[src/rtl/arm_dmem_responder.sv]
// Data-memory responder: word RAM plus an MMIO page (OUT, CYCLES, STORES, TX FIFO, STATUS).
// Optional misaligned-access trap enabled by defining ARM_DMEM_MISALIGN_TRAP_EN.
module arm_dmem_responder #(
    parameter int          RAM_WORDS  = 64,
    parameter logic [31:0] MMIO_BASE  = 32'hFFFF_0000,
    parameter int          FIFO_DEPTH = 8
) (
    input  logic        clk,
    input  logic        reset,
    input  logic        MemWrite,
    input  logic [31:0] ALUResult,
    input  logic [31:0] WriteData,
    output logic [31:0] ReadData,
    output logic        TxValid,
    output logic [31:0] TxData,
    input  logic        TxReady,
    output logic [31:0] LedOut,
    output logic        ErrMisalign
);

    localparam int RAW = $clog2(RAM_WORDS);
    localparam int FAW = $clog2(FIFO_DEPTH);
    localparam logic [31:0] RAM_BYTES = 32'(4 * RAM_WORDS);

    typedef enum logic [2:0] {
        OFF_OUT    = 3'd0,
        OFF_CYCLES = 3'd1,
        OFF_STORES = 3'd2,
        OFF_TXDATA = 3'd3,
        OFF_STATUS = 3'd4
    } mmioOff_e;

    logic [31:0]    ram [RAM_WORDS];
    logic [31:0]    fifoMem [FIFO_DEPTH];
    logic [FAW-1:0] rdPtr, wrPtr;
    logic [FAW:0]   count;
    logic           ovf;
    logic [31:0]    outReg, cycles, stores;
    logic           errFlag;

    logic           ramHit, mmioHit, misAlign, storeOk;
    logic [RAW-1:0] ramIdx;
    mmioOff_e       off;
    logic           full, empty, push, pop, pushAcc, ovfSet, ovfClr;
    logic [31:0]    status;

    assign ramHit  = ALUResult < RAM_BYTES;
    assign mmioHit = ALUResult[31:16] == MMIO_BASE[31:16];
    assign ramIdx  = ALUResult[RAW+1:2];
    assign off     = mmioOff_e'(ALUResult[4:2]);

`ifdef ARM_DMEM_MISALIGN_TRAP_EN
    assign misAlign = ALUResult[1:0] != 2'b00;
`else
    assign misAlign = 1'b0;
`endif

    // Misaligned stores are swallowed entirely when the trap is enabled.
    assign storeOk = MemWrite && !misAlign;

    assign empty   = count == '0;
    assign full    = count == (FAW+1)'(FIFO_DEPTH);
    assign TxValid = !empty;
    assign TxData  = TxValid ? fifoMem[rdPtr] : 32'd0;
    assign pop     = TxValid && TxReady;
    assign push    = storeOk && mmioHit && off == OFF_TXDATA;
    assign pushAcc = push && (!full || pop);
    assign ovfSet  = push && full && !pop;
    assign ovfClr  = storeOk && mmioHit && off == OFF_STATUS && WriteData[2];
    assign status  = {{(27-FAW){1'b0}}, count, 1'b0, ovf, full, empty};

    assign LedOut      = outReg;
    assign ErrMisalign = errFlag;

    always_comb begin
        ReadData = 32'd0;
        if (misAlign && (ramHit || mmioHit)) begin
            ReadData = 32'hDEAD_BEEF;
        end else if (ramHit) begin
            ReadData = ram[ramIdx];
        end else if (mmioHit) begin
            case (off)
                OFF_OUT:    ReadData = outReg;
                OFF_CYCLES: ReadData = cycles;
                OFF_STORES: ReadData = stores;
                OFF_STATUS: ReadData = status;
                default:    ReadData = 32'd0;
            endcase
        end
    end

    // Storage arrays carry no reset; the FIFO head is masked through TxValid instead.
    always_ff @(posedge clk) begin
        if (storeOk && ramHit) begin
            ram[ramIdx] <= WriteData;
        end
        if (pushAcc) begin
            fifoMem[wrPtr] <= WriteData;
        end
    end

    always_ff @(posedge clk) begin
        if (reset) begin
            outReg  <= 32'd0;
            cycles  <= 32'd0;
            stores  <= 32'd0;
            rdPtr   <= '0;
            wrPtr   <= '0;
            count   <= '0;
            ovf     <= 1'b0;
            errFlag <= 1'b0;
        end else begin
            cycles <= cycles + 32'd1;
            if (storeOk && ramHit) begin
                stores <= stores + 32'd1;
            end
            if (storeOk && mmioHit && off == OFF_OUT) begin
                outReg <= WriteData;
            end
            if (pushAcc) begin
                wrPtr <= wrPtr + 1'b1;
            end
            if (pop) begin
                rdPtr <= rdPtr + 1'b1;
            end
            if (pushAcc && !pop) begin
                count <= count + 1'b1;
            end else if (pop && !pushAcc) begin
                count <= count - 1'b1;
            end
            // A clear racing an overflow loses so the overflow is never hidden.
            if (ovfSet) begin
                ovf <= 1'b1;
            end else if (ovfClr) begin
                ovf <= 1'b0;
            end
            if (misAlign && (MemWrite || ramHit || mmioHit)) begin
                errFlag <= 1'b1;
            end
        end
    end

endmodule
[config.mk]
export PLATFORM = sky130hd
export DESIGN_NAME = arm_dmem_responder
export DESIGN_NICKNAME = d
export VERILOG_FILES = /design/src/rtl/arm_dmem_responder.sv
export SDC_FILE = /design/constraint.sdc
export NUM_CORES = 2
export LEC_CHECK = 0
export ABC_AREA = 1
export BUFFER_PORTS_ARGS = -buffer_cell sky130_fd_sc_hd__buf_2
export CORE_MARGIN = 1.5
export CORE_UTILIZATION = 35
export CTS_BUF_LIST = sky130_fd_sc_hd__clkbuf_8
export CTS_CLUSTER_DIAMETER = 120
export DETAILED_ROUTE_END_ITERATION = 8
export PLACE_DENSITY = 0.56
export REMOVE_ABC_BUFFERS = 1
export SLEW_MARGIN = 15
export SYNTH_ARGS = -nofsm -noshare
export SYNTH_HDL_FRONTEND = slang
export SYNTH_SLANG_ARGS = --single-unit
[constraint.sdc]
create_clock -name clk -period 4.9 [get_ports clk]
set_input_delay 0.98 -clock clk [delete_from_list [all_inputs] [get_ports clk]]
set_output_delay 0.98 -clock clk [all_outputs]
set_load 0.01 [all_outputs]
### Word level (Yosys, flattened, before mapping)

Memory sizes are Yosys's and may differ from the RTL's. A register that Yosys moved wholly into a read port is not among the register bits.
Cells that the tools add are included.

| word-level totals | value |
|---|---|
| bits in writable memories | 2,304 |
| output and inout bits | 98 |
| input bits | 68 |
| word-level logic and storage cells | 57 |
| memories | 2 |
| bits in registers | 107 |

| cells by class | value |
|---|---|
| magnitude comparators | 1 |
| $add $sub $neg | 6 |
| mux-type cells | 14 |
| eq/ne operators | 6 |
| reductions and logical operators | 21 |

Memory list:

| name | depth | width | rd ports | clocked after Yosys merged registers in | write ports | RTL line | text |
|---|---|---|---|---|---|---|---|
| ram | 64 | 32 | 1 | 0 | 1 | 33 | `logic [31:0] ram [RAM_WORDS];` |
| fifoMem | 8 | 32 | 1 | 1 | 1 | 34 | `logic [31:0] fifoMem [FIFO_DEPTH];` |

Operators with widths:

| operator | number |
|---|---|
| $pmux W32 S4 | 1 |
| $mux W32 | 3 |
| $add A32 B1 Y32 const B | 2 |
| $lt A32 B9 Y1 const B | 1 |
| $eq A16 B16 Y1 const B | 1 |
| $logic_and A1 B1 Y1 | 12 |
| $mux W4 | 2 |
| $add A3 B1 Y3 const B | 2 |
| $eq A3 B2 Y1 const B | 2 |
| $mux W1 | 6 |
| $mux W3 | 2 |
| $add A4 B1 Y4 const B | 1 |
| $eq A4 B4 Y1 const B | 1 |
| $logic_not A1 Y1 | 4 |
| $logic_not A4 Y1 | 1 |
| $reduce_bool A2 Y1 | 2 |
| $sub A4 B1 Y4 const B | 1 |
| $eq A3 B1 Y1 const B | 1 |
| $eq A3 B3 Y1 const B | 1 |
| $logic_not A3 Y1 | 1 |
| $logic_or A1 B1 Y1 | 1 |

### Logic depth before layout (Yosys ltp)

| depth | value |
|---|---|
| depth after elaboration | 9 |
| gate-level depth with buffers | 19 |
| depth with buffers taken out | 18 |

### Worst setup path after synthesis

No wires, ideal clock.

| timing path | value |
|---|---|
| kind | input -> register |
| start point | input ALUResult[2] |
| end point | memory ram[10][0] (enable) |
| data arrival time | 3.359 ns |
| path slack | 1.120 ns |
| stages | 7 |
| path buffers | 2 |
| library setup time | 0.421 ns |
| required time | 4.479 ns |
| cell sequence | inv_2 > buf_2 > buf_1 > nand2_1 > inv_1 > nand2_1 > nor2_1 |

| on the way | value |
|---|---|
| cells in the longest elaborated chain, start to end | 4 |

RTL lines:

| element | RTL line | text |
|---|---|---|
| from (decl) | 11 | `input logic [31:0] ALUResult,` |
| $lt A32 B9 Y1 | 47 | `assign ramHit = ALUResult < RAM_BYTES;` |
| $logic_and A1 B1 Y1 | 94 | `if (storeOk && ramHit) begin` |
| $mux W1 | 94 |  |
| $mux W1 (implied by the code) | 95 | `ram[ramIdx] <= WriteData;` |
| to (decl) | 33 |  |

Parallel ways exist; a longest one is shown, timed or not.

### Worst setup path in the final report

| timing path | value |
|---|---|
| start point | input ALUResult[2] |
| end point | output ReadData[20] |

| on the way | value |
|---|---|
| cells in the longest elaborated chain, start to end | 4 |
| elaborated cells between the ends (all ways) | 9 |
| classes of those cells | order compare: 1; eq/ne: 3; mux: 3; reduce/logical: 1; memory: 1 |

RTL lines:

| element | RTL line | text |
|---|---|---|
| parallel branches: the longest is 3 deep, another holds $lt A32 B9 Y1 | n/a |  |
| $mux W32 * | 79 | `end else if (ramHit) begin` |
| to (decl) | 13 | `output logic [31:0] ReadData,` |

Every way passes the cells marked *.

==> PnR_summary.wiki <==
{| class="wikitable"
! Metric !! Value
|-
| I/O pin total || 166
|-
| Port Buffers || 162
|-
| Number of gates given a new drive strength after cts || 0
|-
| Number of buffers on the longest clock path || 4
|-
| Hold wc startpoint || TxReady
|-
| CP arrival || 3810 ps
|-
| Layout cells sized above 1 || 11.0%
|-
| TritonCTS Buffers || 405
|-
| Pins Over Slew Limit || 0
|-
| Average wire per standard cell || 20.5 µm
|-
| Horizontal die dimension || 549 µm
|-
| Routed Wire Length || 306,000 µm
|-
| Library cells used by synthesis || 39
|-
| PD cells || 360 mW/mm²
|-
| Hpwl dp || 177,000 µm
|-
| Average footprint of a synthesized cell || 10.2 µm²
|-
| CTS tree || built
|-
| Critical R2R Launch || count[1]
|-
| Final critical-path required period || 4790 ps
|-
| Starting Density || 35.1%
|-
| Endpoints failing hold || 0
|-
| Data required time at the worst endpoint || 3920 ps
|-
| Number of levels the H-tree was split into || 5
|-
| Ys Warns || 0
|-
| VDD IR-drop max || 388 µV
|-
| Synth Instances || 10,200
|-
| Setup TNS || 0 ps
|-
| Die footprint || 0.301 mm²
|-
| Met1 capacity usage during global routing || 28.0%
|-
| Per-cell via count in the routed design || 4.81
|-
| Max frequency || 0.209 GHz
|-
| Register area share after synthesis || 68.5%
|-
| CTS clock-pin slew for the worst setup and hold paths || 60 ps
|-
| Setup skew after layout || 34.8 ps
|-
| Number of enable-type register cells in the synthesized netlist || 2,304
|-
| Critical path launch point type || input port
|-
| Area growth from synthesis to layout || 14.5%
|-
| Number of clock sinks || 2,414
|-
| Height of the chip || 549 µm
|-
| First element of the critical path || ALUResult[2]
|-
| Post-synthesis register bit count || 2,414
|-
| Largest net degree at the start of global routing || 89
|-
| RSZ-0062 raised after global routing || no
|-
| Type of the worst setup path || input port to output pin
|-
| Total power || 43.0 mW
|-
| Endpoint with the worst hold slack || ovf
|-
| Drt drc || 0
|-
| M2 GR Usage || 31.5%
|-
| First-pass GRT wire length || 447,000 µm
|-
| FF-to-FF path depth || 15
|-
| Register-to-register path setup slack || 1670 ps
|-
| Path type of the worst min-delay path || input port to flip-flop
|-
| Buffers inserted by post-CTS timing repair || 0
|-
| Async set or reset register ratio after synthesis || 0%
|-
| Final antenna-violating net count || 0
|-
| Met3 usage in global routing || 2.59%
|-
| Initial antenna violation count || 19
|-
| Clock root buffer || sky130_fd_sc_hd__clkbuf_8
|-
| Global-route total usage across every layer || 20.0%
|-
| Drt first pass iters || 6
|-
| GPL Wtd Cong || 0.887
|-
| CTS hold repair buffers || 0
|-
| Max-capacitance violation count || 0
|-
| Total standard cell area after synthesis || 0.104 mm²
|-
| GRT busiest layer || met2
|-
| Max FO, Critical Path || 23
|-
| Fraction of the cycle the final worst path needs || 97.8%
|-
| Transition at the pin with the smallest max-transition slack || 1200 ps
|-
| Number of vias after detailed routing || 71,900
|-
| Worst Setup End Kind || output pin
|-
| Vias in the first global route || 69,100
|-
| R2R Path End || count[3]
|-
| Starting DRT DRC Count || 7,496
|-
| Total leakage power || 50.4 nW
|-
| Residual overflow from global routing || 0
|-
| Final setup viols || 0
|-
| Hold-critical path depth || 4
|-
| Number of standard-cell rows in the floorplan || 200
|-
| Net count reported at finish || 10,800
|-
| Skew-Pair Late Insertion Delay || 1020 ps
|-
| Outcome || completed
|-
| Relative max-transition margin || 20.2%
|-
| Prevailing post-synth register cell || sky130_fd_sc_hd__edfxtp_1
|-
| Core ar. || 0.297 mm²
|}
-- cell usage after synthesis, types with 2 or more instances --
cell / number / share of area [%]
sky130_fd_sc_hd__a22o_1: 4 / 0.034
sky130_fd_sc_hd__clkbuf_1: 133 / 0.48
sky130_fd_sc_hd__o21ai_1: 50 / 0.24
sky130_fd_sc_hd__o32ai_1: 64 / 0.54
sky130_fd_sc_hd__o211ai_1: 36 / 0.26
sky130_fd_sc_hd__buf_1: 25 / 0.090
sky130_fd_sc_hd__edfxtp_1: 2304 / 66
sky130_fd_sc_hd__inv_2: 6 / 0.022
sky130_fd_sc_hd__or2_2: 128 / 0.77
sky130_fd_sc_hd__nand3_1: 1036 / 5.0
sky130_fd_sc_hd__xor2_1: 17 / 0.14
sky130_fd_sc_hd__a21oi_1: 90 / 0.43
sky130_fd_sc_hd__a31oi_1: 2 / 0.012
sky130_fd_sc_hd__dfxtp_1: 110 / 2.1
sky130_fd_sc_hd__nor2_2: 4 / 0.024
sky130_fd_sc_hd__o21a_1: 2 / 0.014
sky130_fd_sc_hd__inv_1: 1966 / 7.1
sky130_fd_sc_hd__nand2_1: 2911 / 10
sky130_fd_sc_hd__nor2_1: 584 / 2.1
sky130_fd_sc_hd__o221ai_1: 2 / 0.017
sky130_fd_sc_hd__clkinv_1: 3 / 0.011
sky130_fd_sc_hd__nor3b_1: 3 / 0.022
sky130_fd_sc_hd__ha_1: 7 / 0.084
sky130_fd_sc_hd__o22ai_1: 6 / 0.036
sky130_fd_sc_hd__nor3_1: 44 / 0.21
sky130_fd_sc_hd__o21ai_0: 372 / 1.8
sky130_fd_sc_hd__nand4_1: 10 / 0.060
sky130_fd_sc_hd__buf_2: 296 / 1.4
-- worst max-delay path by stage --
stage                   end  slack, ps  depth (start not counted)
6_report       ReadData[20]        110                         13
5_1_grt        ReadData[10]         80                         13
4_1_cts        ReadData[10]        150                         13
3_5_place_dp   ReadData[10]        160                         13
3_3_place_gp   ReadData[20]        170                         13
2_1_floorplan    ram[10][0]      -7950                          5
-- metal layers --
layer | vias to the layer above | share of wire, %
met3 | 497 | 7.0
met2 | 2537 | 45
met4 | 6 | 3.8
met5 | - | 0.011
li1 | 33800 | -
met1 | 35000 | 44
-- registers in the layout, indices dropped and copies added, names as in the netlist, named ones only --
register and cells:
wrPtr 3, cycles 32, ram 2048, count 4, ovf 1, fifoMem 256
LedOut 32, stores 32, rdPtr 3
-- critical path, stage by stage --
cell	delay, ps
sky130_fd_sc_hd__buf_8	150
sky130_fd_sc_hd__inv_8	260
sky130_fd_sc_hd__buf_4	270
sky130_fd_sc_hd__nand2_1	70
sky130_fd_sc_hd__nand3_1	80
sky130_fd_sc_hd__nand2_1	60
sky130_fd_sc_hd__o21ai_0	370
sky130_fd_sc_hd__nand2_1	250
sky130_fd_sc_hd__nor2_1	550
sky130_fd_sc_hd__nand2_1	350
sky130_fd_sc_hd__nand2_1	160
sky130_fd_sc_hd__nand2_1	90
sky130_fd_sc_hd__buf_2	150
-- report_power, final --
part	internal (mW)	total, mW	switching, mW
combinational	1.10	3.83	2.73
sequential	22.6	22.8	0.188
clock	8.22	16.3	8.10
total	31.9	43.0	11.0
-- area by class of cell --
| type | instances | area (µm²) |
|---|---|---|
| fill | 28300 | 177000 |
| clock inverter | 300 | 1450 |
| tap | 3939 | 4930 |
| clock buffer | 416 | 5730 |
| sequential | 2414 | 71400 |
| timing repair buffer | 500 | 4410 |
| inverter | 1975 | 7430 |
| multi-input combinational | 5382 | 23900 |
| antenna | 13 | 32.5 |
-- cell usage in the layout, fill, tap and decap left out, drive strengths merged, types with 2 or more instances in the layout --
| cell | instances |
|---|---|
| nand2 | 2912 |
| edfxtp | 2304 |
| inv | 2122 |
| nand3 | 1036 |
| nor2 | 588 |
| buf | 500 |
| o21ai | 422 |
| clkbuf | 416 |
| clkinv | 139 |
| or2 | 130 |
| dfxtp | 110 |
| a21oi | 90 |
| o32ai | 64 |
| nor3 | 44 |
| o211ai | 36 |
| xor2 | 17 |
| diode | 13 |
| nand4 | 11 |
| ha | 7 |
| clkinvlp | 7 |
| bufinv | 7 |
| o22ai | 6 |
| a22o | 4 |
| nor3b | 3 |
| o221ai | 2 |
| o21a | 2 |
| a31oi | 2 |
-- per-stage QoR --
| stage | util [%] | cells | hold WS, ps | setup slack (ps) | cell area [µm²] |
|---|---|---|---|---|---|
| 2_1_floorplan | - | 9771 | 430 | -7950 | 102000 |
| 3_3_place_gp | 37.8 | 14200 | 445 | 172 | 112000 |
| 3_5_place_dp | 37.8 | 14200 | 449 | 162 | 112000 |
| 4_1_cts | 40.2 | 14900 | 323 | 152 | 119000 |
| 5_1_grt | 40.2 | 14900 | 366 | 84.5 | 119000 |
| 6_report | 40.2 | 14900 | 407 | 107 | 119000 |
-- kinds of logic (layout without fill, tap and decap cells) --
family,after synthesis,count (layout),share of synthesized area [%]
and+or+nand+nor,4726,4726,18.7
adders and majority gates,8,8,0.103
AOI/OAI and AO/OA,630,630,3.39
other,1,14,0.00360
DFF,2414,2414,68.5
xor gates and xnor gates,17,17,0.143
buffers and inverters,2430,3191,9.12
Note: power is estimated with default switching activity, not from simulation.
